`src/rtl/button_event_decoder.sv`:
```
// Turns a clean, synchronous button level into single-cycle UI events:
// press, release, short click, long press and auto-repeat while held.
module button_event_decoder #(
    parameter int unsigned LONG_COUNT   = 100_000_000,
    parameter int unsigned REPEAT_COUNT = 20_000_000,
    parameter int unsigned CNT_W        = 27
) (
    input  logic clk_in,
    input  logic reset_n,
    input  logic btn_level,
    output logic press_pulse,
    output logic release_pulse,
    output logic click_pulse,
    output logic long_pulse,
    output logic repeat_pulse,
    output logic held
);

    typedef enum logic [1:0] {
        ST_WAIT_RELEASE,
        ST_IDLE,
        ST_PRESSED,
        ST_LONG
    } state_e;

    localparam logic [CNT_W-1:0] LONG_LAST   = CNT_W'(LONG_COUNT - 1);
    localparam bit               REPEAT_EN   = (REPEAT_COUNT != 0);
    localparam logic [CNT_W-1:0] REPEAT_LAST = REPEAT_EN ? CNT_W'(REPEAT_COUNT - 1) : '0;
    localparam logic [CNT_W-1:0] CNT_ONE     = CNT_W'(1);

    state_e           state_q, state_d;
    logic [CNT_W-1:0] hold_cnt_q, hold_cnt_d;
    logic [CNT_W-1:0] rep_cnt_q, rep_cnt_d;
    logic             press_q, press_d;
    logic             release_q, release_d;
    logic             click_q, click_d;
    logic             long_q, long_d;
    logic             repeat_q, repeat_d;
    logic             held_q, held_d;

    always_comb begin
        // NOTE: every signal gets a default first so no path can infer a latch.
        state_d    = state_q;
        hold_cnt_d = hold_cnt_q;
        rep_cnt_d  = rep_cnt_q;
        press_d    = 1'b0;
        release_d  = 1'b0;
        click_d    = 1'b0;
        long_d     = 1'b0;
        repeat_d   = 1'b0;

        unique case (state_q)
            ST_WAIT_RELEASE: begin
                // A press already in progress at reset is swallowed here.
                if (!btn_level) state_d = ST_IDLE;
            end
            ST_IDLE: begin
                if (btn_level) begin
                    press_d    = 1'b1;
                    hold_cnt_d = '0;
                    state_d    = ST_PRESSED;
                end
            end
            ST_PRESSED: begin
                if (!btn_level) begin
                    release_d = 1'b1;
                    click_d   = 1'b1;
                    state_d   = ST_IDLE;
                end else if (hold_cnt_q == LONG_LAST) begin
                    long_d    = 1'b1;
                    rep_cnt_d = '0;
                    state_d   = ST_LONG;
                end else begin
                    hold_cnt_d = hold_cnt_q + CNT_ONE;
                end
            end
            ST_LONG: begin
                if (!btn_level) begin
                    release_d = 1'b1;
                    state_d   = ST_IDLE;
                end else if (REPEAT_EN && (rep_cnt_q == REPEAT_LAST)) begin
                    repeat_d  = 1'b1;
                    rep_cnt_d = '0;
                end else if (REPEAT_EN) begin
                    rep_cnt_d = rep_cnt_q + CNT_ONE;
                end
            end
            default: state_d = ST_WAIT_RELEASE;
        endcase

        held_d = (state_d == ST_PRESSED) || (state_d == ST_LONG);
    end

    // NOTE: sequential state uses non-blocking assignments only, so every flop
    // samples the pre-edge value of its inputs regardless of statement order.
    always_ff @(posedge clk_in or negedge reset_n) begin
        if (!reset_n) begin
            // NOTE: counters are plain flops, so they are reset like the rest of the state.
            state_q    <= ST_WAIT_RELEASE;
            hold_cnt_q <= '0;
            rep_cnt_q  <= '0;
            press_q    <= 1'b0;
            release_q  <= 1'b0;
            click_q    <= 1'b0;
            long_q     <= 1'b0;
            repeat_q   <= 1'b0;
            held_q     <= 1'b0;
        end else begin
            state_q    <= state_d;
            hold_cnt_q <= hold_cnt_d;
            rep_cnt_q  <= rep_cnt_d;
            press_q    <= press_d;
            release_q  <= release_d;
            click_q    <= click_d;
            long_q     <= long_d;
            repeat_q   <= repeat_d;
            held_q     <= held_d;
        end
    end

    assign press_pulse   = press_q;
    assign release_pulse = release_q;
    assign click_pulse   = click_q;
    assign long_pulse    = long_q;
    assign repeat_pulse  = repeat_q;
    assign held          = held_q;

endmodule

```
`config.mk`:
```
export PLATFORM = sky130hd
export DESIGN_NAME = button_event_decoder
export DESIGN_NICKNAME = d
export VERILOG_FILES = /design/src/rtl/button_event_decoder.sv
export SDC_FILE = /design/constraint.sdc
export NUM_CORES = 1
export LEC_CHECK = 0
export CAP_MARGIN = 20
export CORE_ASPECT_RATIO = 0.8
export CORE_MARGIN = 3
export CORE_UTILIZATION = 56
export DETAILED_ROUTE_END_ITERATION = 12
export PLACE_DENSITY = 0.79
export SYNTH_ARGS = -nofsm -noshare
export SYNTH_HDL_FRONTEND = slang
export SYNTH_SLANG_ARGS = --single-unit
```
`constraint.sdc`:
```
create_clock -name clk_in -period 2.15 [get_ports clk_in]
set_clock_uncertainty 0.05 [all_clocks]
set_input_delay 0.3225 -clock clk_in [delete_from_list [all_inputs] [get_ports clk_in]]
set_output_delay 0.3225 -clock clk_in [all_outputs]
set_load 0.05 [all_outputs]
```
==> results of run 1 <==
==> final timing paths <==
check	startpoint	endpoint	slack (ns)	cells after the start
setup / recovery	hold_cnt_q[11]	hold_cnt_q[9]	-0.23	8
hold / removal	reset_n	hold_cnt_q[2]	0.43	3
setup reg to reg	hold_cnt_q[11]	hold_cnt_q[9]	-0.23	8
hold reg to reg	hold_cnt_q[23]	hold_cnt_q[23]	0.53	2
max in group asynchronous	reset_n	state_q[1]	1.29	3
min in group clk_in	hold_cnt_q[23]	hold_cnt_q[23]	0.53	2
==> metrics by stage <==
| stage | setup TNS (ns) | hold WS, ns |
|---|---|---|
| 2_1_floorplan | -0.6423 | -0.02309 |
| 3_3_place_gp | -1.175 | 0.3050 |
| 3_5_place_dp | -3.280 | 0.3080 |
| 4_1_cts | -0.3106 | 0.4690 |
| 5_1_grt | -9.314 | 0.5078 |
| 6_report | -7.202 | 0.4321 |
==> power by group <==
part	leakage, nW	switching [W]	internal [W]	total [W]
sequential	0.850	0.000144	0.00131	0.00145
combinational	1.10	0.000800	0.000614	0.00141
clock	0.0865	0.000470	0.000475	0.000945
==> metal layers <==
layer	up-vias	part of all wire (%)
li1	1679	-
met1	1891	39
met2	370	43
met3	103	13
met4	0	5.7
met5	-	0
==> critical path, delay by kind of cell (launching register included) <==
kind | cells | cell delay [ns]
and+or+nand+nor | 3 | 0.84
DFF | 1 | 0.46
AOI/OAI and AO/OA | 1 | 0.21
xor gates and xnor gates | 1 | 0.17
buffers and inverters | 3 | 0.53
==> cell usage after synthesis (all sizes together) (2+ instances only) <==
master   number  area (sq um)
nor4b         6         52.55
nor2         13         48.80
clkbuf       13         51.30
o2111ai       2         17.52
o2bb2ai       4         35.03
buf           2         10.01
or2           4         25.03
inv           9         33.78
nor4          8         50.05
nor3b         2         15.01
o21ai        43         215.2
xor2          6         52.55
dfrtp        62          1551
nand4        16         106.4
nand3        19         95.09
ha            5         62.56
nor3         24         120.1
o31ai         4         30.03
nor2b        10         62.56
nand2b        6         37.54
o211ai        7         52.55
and3          8         50.05
a22o         23         202.7
and4          7         61.31
nand2        32         120.1
and2          2         12.51
a21oi        11         55.05
o41ai         3         26.28
a21o          3         22.52
or3          11         71.31
or4b          2         20.02
o21a          3         22.52
or4           5         38.79
==> what timing repair did <==
| item | 4_1_cts | 5_1_grt |
|---|---|---|
| setup endpoints to repair | 32 | 51 |
| hold buffers | 1 | 0 |
| hold endpoints to repair | 62 | 0 |
| gates resized for setup | 29 | 50 |
| pin swaps | 10 | 12 |
| buffers inserted | 6 | 11 |
==> cell usage in the layout, fill, tap and decap left out, types with 4 or more instances in the layout <==
| cell | synthesis | layout |
|---|---|---|
| buf_4 | 0 | 80 |
| dfrtp_1 | 62 | 61 |
| o21ai_0 | 41 | 39 |
| nand2_1 | 32 | 32 |
| a22o_1 | 22 | 22 |
| nor3_1 | 24 | 18 |
| nand4_1 | 15 | 15 |
| nand3_1 | 19 | 15 |
| nor2_1 | 13 | 12 |
| clkbuf_8 | 0 | 11 |
| buf_6 | 0 | 11 |
| nor2b_1 | 10 | 10 |
| and4_1 | 7 | 7 |
| and3_1 | 8 | 7 |
| o211ai_1 | 7 | 7 |
| clkdlybuf4s50_1 | 0 | 7 |
| inv_1 | 8 | 6 |
| a21oi_2 | 0 | 6 |
| xor2_1 | 6 | 6 |
| or3_1 | 9 | 6 |
| nand2b_1 | 6 | 6 |
| a21oi_1 | 11 | 5 |
| nor4_1 | 8 | 5 |
| nor4b_2 | 0 | 4 |
| or3_4 | 0 | 4 |
| nor3_2 | 0 | 4 |
| buf_12 | 0 | 4 |
==> cell type report <==
class / instances / area [sq um]
fill: 316 / 1003
clock buffer: 14 / 162.7
inverter: 9 / 33.78
timing repair buffer: 104 / 889.6
sequential: 62 / 1553
tap: 81 / 101.3
multi-input combinational: 300 / 2257
clock inverter: 1 / 5.005
==> logic make-up after synthesis <==
logic type | count (synthesis) | share of synthesized area (%)
compound gates | 112 | 21.56
xor+xnor | 6 | 1.489
fa+ha+maj | 5 | 1.773
buf+inv | 24 | 2.695
flops | 62 | 43.97
mux | 1 | 0.3191
simple gates | 176 | 28.19
==> results.md, run 1 <==
- Worst setup SP type: register
- Vias in the first global route: about 3500
- Lkg Pwr: 2.039 nW
- Routed WL: approximately 13000 microns
- Placed Instance Area: around 0.0043 sq mm
- Syn avg cell area: approximately 9.1 sq um
- Met3 Use GR: 8.627%
- Clock transition at path regs: 0.07 ns
- Wire per inst: around 23 microns
- Met2 global-route usage: 43.91%
- EDFF count, synth: 0
- Worst-margin pin slew: ~0.49 ns
- Number of antenna diodes: 0
- Synthesis-to-finish area growth: 41.77%
- Synth async-reset ratio: 100.0%
- Worst slack at placement: -0.1809 ns
- GRT busiest layer: met1
- Layout cells sized above 1: 34.90%
- Power Density: roughly 760 mW/mm^2
- Distinct cells, synth: 52
- Detailed Routing Iterations Pass 1: 7
- Yosys warns: 0
- Seq/Total Area, Yosys: 43.97%
- Crit Path Class: reg -> reg
- Die height: 77.00 microns
- Crit Path Max Fanout: 5
- Residual DRC count: 0
- Gr usage total: a little under a third
- CP max stage cell: nor4b_1
- Max VDD drop: 0.0005025 V
- Max_slew headroom: between 60% and 70%
- Final Hold Fails: 0
- Worst setup margin: -0.2293 ns
- Area of the mapped netlist: roughly 0.0035 sq mm
- Via/cell ratio: between 7 and 8
- Slowest cell delay on critical path: 0.50 ns
- Final min period: around 2.4 ns
- Layout net count: between 400 and 500
- Unrepaired setup endpoints after global routing: yes
- Cell Chain, Critical Path: nor4b_1 > nand4_1 > buf_6 > o2111ai_1 > buf_4 > buf_4 > xor2_1 > nor2_1
- I/O pin cnt: 9
- Final core area utilization: a little over four fifths
- Die area: between 0.007 and 0.008 sq mm
- Core Region: approximately 0.0060 sq mm
- Sink Count: 62
- Max Cap Viol: 0
- Grt met1 use: between 40 and 50%
- Design area: roughly 0.005 sq mm
- Final cell count without fillers: roughly 570
- Skew-Pair Late Insertion Delay: 0.36 ns
- Period utilization: 110.7%
- Total grt overflow: 0
- Num CTS Buffers: 9
- Synth Register Bits: 62
- Final slew viol count: 0
- Mapped Cells: between 300 and 400
- Synth Flop Type: dfrtp_1
- Failing checks: negative setup slack
- IO Port Bufs: 8
- Antenna viol nets, final: 0
- DP Cell Count: ~540
- First-pass GRT wire length: 17370 microns
- Worst hold path class: in -> async
- Total Power: between 0.003 and 0.004 W
- Outcome: finished, violations left
- Die Wd: 94.75 microns
- Iter 0 DRT Violations: between 500 and 600
- Final RePlAce weighted congestion: between 0.9 and 1
- Clock Tree Root: clkbuf_8
- Worst Path Arrival: about 2.6 ns
- Critical path capture point type: register
- F_max: around 0.42 GHz
- Setup violations, final: 57
- Pin count of the biggest net entering global routing: 63
- Initial antenna violation count: 0
- Biggest regs: hold_cnt_q: 27 flops, rep_cnt_q: 27 flops, state_q: 2 flops
- DP Wirelength: 6916 microns
- Syn nets: 394
- CP dominant cell by count: buf_4
- Vias: about 4000
- CTS tree: yes
- Buffer depth of the longest clock path: 2
- Rows: 25
- H-Tree Depth: 3
- CP required: between 2 and 2.5 ns
- Initial Util: approximately three fifths
No activity file was read; power rests on OpenSTA's default activity.
==> run 2: changes to the inputs <==
- ABC_CLOCK_PERIOD_IN_PS: unset -> 2150
==> results of run 2 <==
Final layout, timing and power as in run 1 (identical DEF).
==> run 3: changes to the inputs <==
- CTS_CLUSTER_SIZE: unset -> 25
==> results of run 3 <==
Final layout, timing and power as in run 1 (identical DEF).
